==> config.mk <==
export PLATFORM = sky130hd
export DESIGN_NAME = mig_seq_evaluator
export DESIGN_NICKNAME = d
export VERILOG_FILES = /design/src/rtl/mig_eval_pkg.sv /design/src/rtl/mig_maj3_unit.sv /design/src/rtl/mig_seq_evaluator.sv
export SDC_FILE = /design/constraint.sdc
export NUM_CORES = 1
export LEC_CHECK = 0
export CAP_MARGIN = 10
export CORE_ASPECT_RATIO = 2
export CORE_MARGIN = 4
export CORE_UTILIZATION = 40
export CTS_BUF_LIST = sky130_fd_sc_hd__clkbuf_4 sky130_fd_sc_hd__clkbuf_8
export CTS_CLUSTER_SIZE = 12
export DETAILED_ROUTE_END_ITERATION = 7
export PLACE_DENSITY_LB_ADDON = 0.12
export REMOVE_ABC_BUFFERS = 1
export SYNTH_ARGS = -nofsm -noshare
export SYNTH_HDL_FRONTEND = slang
export SYNTH_SLANG_ARGS = --single-unit
==> constraint.sdc <==
create_clock -name clk -period 3.5 [get_ports clk]
set_input_delay 0.525 -clock clk [delete_from_list [all_inputs] [get_ports clk]]
set_output_delay 0.525 -clock clk [all_outputs]
set_load 0.02 [all_outputs]
==> src/rtl/mig_eval_pkg.sv <==
// Shared parameters, types and source-read helpers for the
// time-multiplexed MIG evaluator.
package mig_eval_pkg;

  localparam int NUM_IN    = 4;
  localparam int MAX_NODES = 8;
  localparam int SEL_W     = 4;
  localparam int OP_W      = 5;
  localparam int CNT_W     = 4;
  localparam int ADDR_W    = 3;

  localparam int SRC_CONST0 = 0;
  localparam int SRC_X0     = 1;
  localparam int SRC_NODE0  = NUM_IN + 1;
  localparam int SRC_LAST   = NUM_IN + MAX_NODES;

  typedef enum logic [1:0] {
    IDLE,
    EVAL,
    DONE
  } state_t;

  typedef struct packed {
    logic             inv;
    logic [SEL_W-1:0] sel;
  } operand_t;

  typedef struct packed {
    operand_t c;
    operand_t b;
    operand_t a;
  } node_op_t;

  typedef struct packed {
    logic bad;
    logic val;
  } src_t;

  // Nodes at index >= lim are not yet evaluated and read as illegal.
  function automatic src_t src_read(
    input logic [SEL_W-1:0]     sel,
    input logic [NUM_IN-1:0]    xv,
    input logic [MAX_NODES-1:0] nv,
    input logic [CNT_W-1:0]     lim
  );
    int   s;
    src_t r;
    s = int'(sel);
    r = '{bad: 1'b0, val: 1'b0};
    if (s == SRC_CONST0) begin
      r.val = 1'b0;
    end else if (s > SRC_LAST) begin
      r.bad = 1'b1;
    end else begin
      for (int i = 0; i < NUM_IN; i++) begin
        if (s == SRC_X0 + i) r.val = xv[i];
      end
      for (int j = 0; j < MAX_NODES; j++) begin
        if (s == SRC_NODE0 + j) begin
          if (j < int'(lim)) r.val = nv[j];
          else r.bad = 1'b1;
        end
      end
    end
    return r;
  endfunction

  function automatic logic maj3(
    input logic p,
    input logic q,
    input logic r
  );
    return (p & q) | (p & r) | (q & r);
  endfunction

endpackage

==> src/rtl/mig_maj3_unit.sv <==
// Shared majority-3 datapath: three operand muxes, optional
// complement per operand, MAJ3, and per-operand legality.
import mig_eval_pkg::*;

module mig_maj3_unit (
  input  node_op_t             op,
  input  logic [NUM_IN-1:0]    x,
  input  logic [MAX_NODES-1:0] nodes,
  input  logic [CNT_W-1:0]     k,
  output logic                 v,
  output logic                 bad
);

  src_t sa;
  src_t sb;
  src_t sc;
  logic pa;
  logic pb;
  logic pc;

  always_comb begin
    sa  = src_read(op.a.sel, x, nodes, k);
    sb  = src_read(op.b.sel, x, nodes, k);
    sc  = src_read(op.c.sel, x, nodes, k);
    pa  = sa.val ^ op.a.inv;
    pb  = sb.val ^ op.b.inv;
    pc  = sc.val ^ op.c.inv;
    v   = maj3(pa, pb, pc);
    bad = sa.bad | sb.bad | sc.bad;
  end

endmodule

==> src/rtl/mig_seq_evaluator.sv <==
// Evaluates a loadable MIG program one node per cycle on a
// single shared MAJ3 unit, then presents y until consumed.
import mig_eval_pkg::*;

module mig_seq_evaluator (
  input  logic                clk,
  input  logic                rst,
  input  logic                prog_we,
  input  logic [ADDR_W-1:0]   prog_addr,
  input  logic [3*OP_W-1:0]   prog_data,
  input  logic [CNT_W-1:0]    num_nodes,
  input  logic [SEL_W-1:0]    out_sel,
  input  logic                out_inv,
  input  logic                in_valid,
  output logic                in_ready,
  input  logic [NUM_IN-1:0]   x,
  output logic                out_valid,
  input  logic                out_ready,
  output logic                y,
  output logic                err,
  output logic                busy
);

  state_t               state;
  node_op_t             mem [MAX_NODES];
  logic [MAX_NODES-1:0] nodes;
  logic [NUM_IN-1:0]    x_lat;
  logic [CNT_W-1:0]     nn;
  logic [CNT_W-1:0]     k;
  logic [SEL_W-1:0]     osel;
  logic                 oinv;

  logic                 nn_over;
  logic [CNT_W-1:0]     nn_clamp;
  logic                 v;
  logic                 v_bad;
  src_t                 osrc;

  assign nn_over  = num_nodes > CNT_W'(MAX_NODES);
  assign nn_clamp = nn_over ? CNT_W'(MAX_NODES) : num_nodes;

  assign in_ready  = state == IDLE;
  assign out_valid = state == DONE;
  assign busy      = state != IDLE;

  mig_maj3_unit u_maj (
    .op    (mem[k[ADDR_W-1:0]]),
    .x     (x_lat),
    .nodes (nodes),
    .k     (k),
    .v     (v),
    .bad   (v_bad)
  );

  always_comb begin
    osrc = src_read(osel, x_lat, nodes, nn);
  end

  // One extra EVAL step at k==nn resolves y from settled node regs.
  always_ff @(posedge clk) begin
    if (rst) begin
      state <= IDLE;
      nodes <= '0;
      x_lat <= '0;
      nn    <= '0;
      k     <= '0;
      osel  <= '0;
      oinv  <= 1'b0;
      y     <= 1'b0;
      err   <= 1'b0;
      for (int i = 0; i < MAX_NODES; i++) begin
        mem[i] <= '0;
      end
    end else begin
      unique case (state)
        IDLE: begin
          if (prog_we) begin
            mem[prog_addr] <= node_op_t'(prog_data);
          end
          if (in_valid) begin
            x_lat <= x;
            nn    <= nn_clamp;
            osel  <= out_sel;
            oinv  <= out_inv;
            nodes <= '0;
            k     <= '0;
            err   <= nn_over;
            state <= EVAL;
          end
        end
        EVAL: begin
          if (k < nn) begin
            nodes[k[ADDR_W-1:0]] <= v;
            err                  <= err | v_bad;
            k                    <= k + CNT_W'(1);
          end else begin
            y     <= osrc.val ^ oinv;
            err   <= err | osrc.bad;
            state <= DONE;
          end
        end
        DONE: begin
          if (out_ready) state <= IDLE;
        end
        default: state <= IDLE;
      endcase
    end
  end

endmodule
==> qor.csv <==
metric,value,unit
outcome,"finished, final reports clean",
detailedRoute.firstIterationViolations,495,
synth.most_common_cell,and2_1,
ys.flop_type,edfxtp_1,
dp_hpwl,18500,µm
fin_worst_skew,0.0122,ns
clk_path_buf_depth,2,
ys_seq_area_share,51.0,%
vdd_drop_max,0.290,mV
rsz0062_at_grt,false,
avgSynthCellArea,11.5,µm²
crit_chain,buf_12 -> mux2i_1 -> a22oi_1 -> and2_1 -> or4_1 -> a22o_1 -> a32o_1 -> or3_4 -> o21ai_4 -> a311oi_1,
setup_tns,0,ns
start_util,40.6,%
synthDistinctLibCells,71,
postCtsHoldBufs,0,
p_per_area,397,nW/µm²
crit_path_max_fanout,17,
end_kind,flop,
fillCellCount,1905,
h-tree-depth,4,
area_growth,16.4,%
port_buffers,40,
synth_common_cells,"and2_1, edfxtp_1, nand2_1",
core,20500,µm²
synth_edf_count,120,
nNetsFinal,828,
cts_buffers,17,
die-area,23300,µm²
synth_top_area_share,43.3,%
dpl_cell_area,9230,µm²
yosysTopAreaCell,edfxtp_1,
die_x,110,µm
setup-violations-final,0,
tightest_slew,0.832,ns
min_path_type,reg -> reg,
clockRootBuffer,clkbuf_8,
relSlewSlack,44.4,%
drive_gt1_share,19.4,%
grt_pass1_wl,37800,µm
start_kind,flop,
hold_viol_final,0,
cpPeakStageDelay,0.53,ns
row_count,74,
synth_area,8310,µm²
wl_per_cell,24.5,µm
grt_max_degree,38,
die_y,212,µm
antenna_found_initial,0,
gp_congestion,1.04,
period_share,96.1,%
synth_cells,721,
path_buf_inv,1,
routed_via_density,5.78,
track_usage,22.9,%
max_cap_viol_count,0,
grt_overflow,0,
grt_pass1_vias,6214,
path_delay_family,simple AND/OR/NAND/NOR gates,
worstSetupPathType,reg -> reg,
cts_sinks,152,
design_area,9680,µm²
cts_tree,yes,
slew_violations,0,
synthArstFlopShare,0,%
yosys-top-cells-area,"edfxtp_1, and2_1, dfxtp_1",
max_freq,0.297,GHz
crit_arrival,3.69,ns
drtAntennaViolNets,0,
yosysWarnings,0,
firstDrtPassIters,5,
layout_min_cycle_time,3.36,ns
required,3.83,ns
clkTransAtPathRegs,0.08,ns
io-pin-count,41,
utilization,47.3,%
critPathSlowestCell,or4_1,
synth-seq-cells,152,
routed_wl,26000,µm
fin_hold_ws,0.476,ns
clk_latency,0.46,ns
drc_errors,0,
p_leak,3.39,nW
vias,6139,
n_antenna_cell,0,
-- cell usage in the layout (no fill, tap or decap), drive strengths merged, types with 15 or more instances in the layout --
cell type,n
nand3,16
clkbuf,19
mux4,28
and2,126
dfxtp,32
inv,15
edfxtp,120
nor2,37
nand2,54
mux2i,27
o21ai,17
mux2,18
a21oi,40
clkdlybuf4s50,40
buf,47
-- metal layers --
metal  global-route usage (%)  vias up  wire (µm)
li1                         -     2830          -
met1                     21.9     3044       8610
met2                     43.0      191      14800
met3                     3.69       74        885
met4                     15.1        0       1770
met5                        0        -          0
-- area by class of cell --
type	instances	area, µm²	area share (%)
Sequential cell	152	4250	43.9
Multi-Input combinational cell	514	3870	40.0
Timing Repair Buffer	88	807	8.34
Tap cell	266	333	3.44
Clock buffer	18	241	2.50
Clock inverter	12	126	1.31
Inverter	13	48.8	0.504
-- flip-flops by register name, indices dropped and copies added, names as in the netlist, named ones only --
| name | cells |
|---|---|
| y | 1 |
| state | 2 |
| nodes | 8 |
| oinv | 1 |
| x_lat | 4 |
| mem | 120 |
| osel | 4 |
| k | 4 |
| err | 1 |
| nn | 4 |
-- power by group --
part	leakage, nW	internal [mW]	total [mW]	switching (mW)
Sequential	1.50	2.02	2.07	0.0536
Clock	0.180	0.629	1.29	0.665
Combinational	1.71	0.197	0.478	0.281
Total	3.39	2.85	3.85	0.999
-- cell families after synthesis --
logic type	share of synthesized area (%)
XOR/XNOR	0.316
flip-flops	51.0
multiplexers	14.1
AND/OR/NAND/NOR	20.6
buffers and inverters	2.92
adder cells (fa/ha/maj)	0.903
AO/OA/AOI/OAI	10.1
-- path summary, 6_finish.rpt --
| check | from | end | slack, ns | cells after the start |
|---|---|---|---|---|
| worst max-delay path | flop | nodes[0]$_SDFFE_PP0P_ | 0.14 | 10 |
| worst min-delay path | oinv$_SDFFE_PP0P_ | oinv$_SDFFE_PP0P_ | 0.48 | 2 |
| worst max register to register | flop | nodes[0]$_SDFFE_PP0P_ | 0.14 | 10 |
| worst min register to register | oinv$_SDFFE_PP0P_ | oinv$_SDFFE_PP0P_ | 0.48 | 2 |
-- tightest hold or removal path: stages, from the launching register on --
cell and delay [ns]:
dfxtp_1 0.32, nand2_1 0.05, a21oi_1 0.06
-- stage by stage --
stage	setup slack, ns	instances	total power, mW
global placement	0.140	1030	2.58
floorplan	-0.541	679	2.35
finish	0.137	1063	3.85
CTS	0.0508	1060	3.88
global route	0.00766	1063	3.99
detailed placement	0.0451	1030	2.59
-- repair_timing --
item	in CTS	in global routing
setup endpoints to repair	0	9
resized for setup	0	17
setup buffers	0	2
Power figures use the tool's default switching activity.
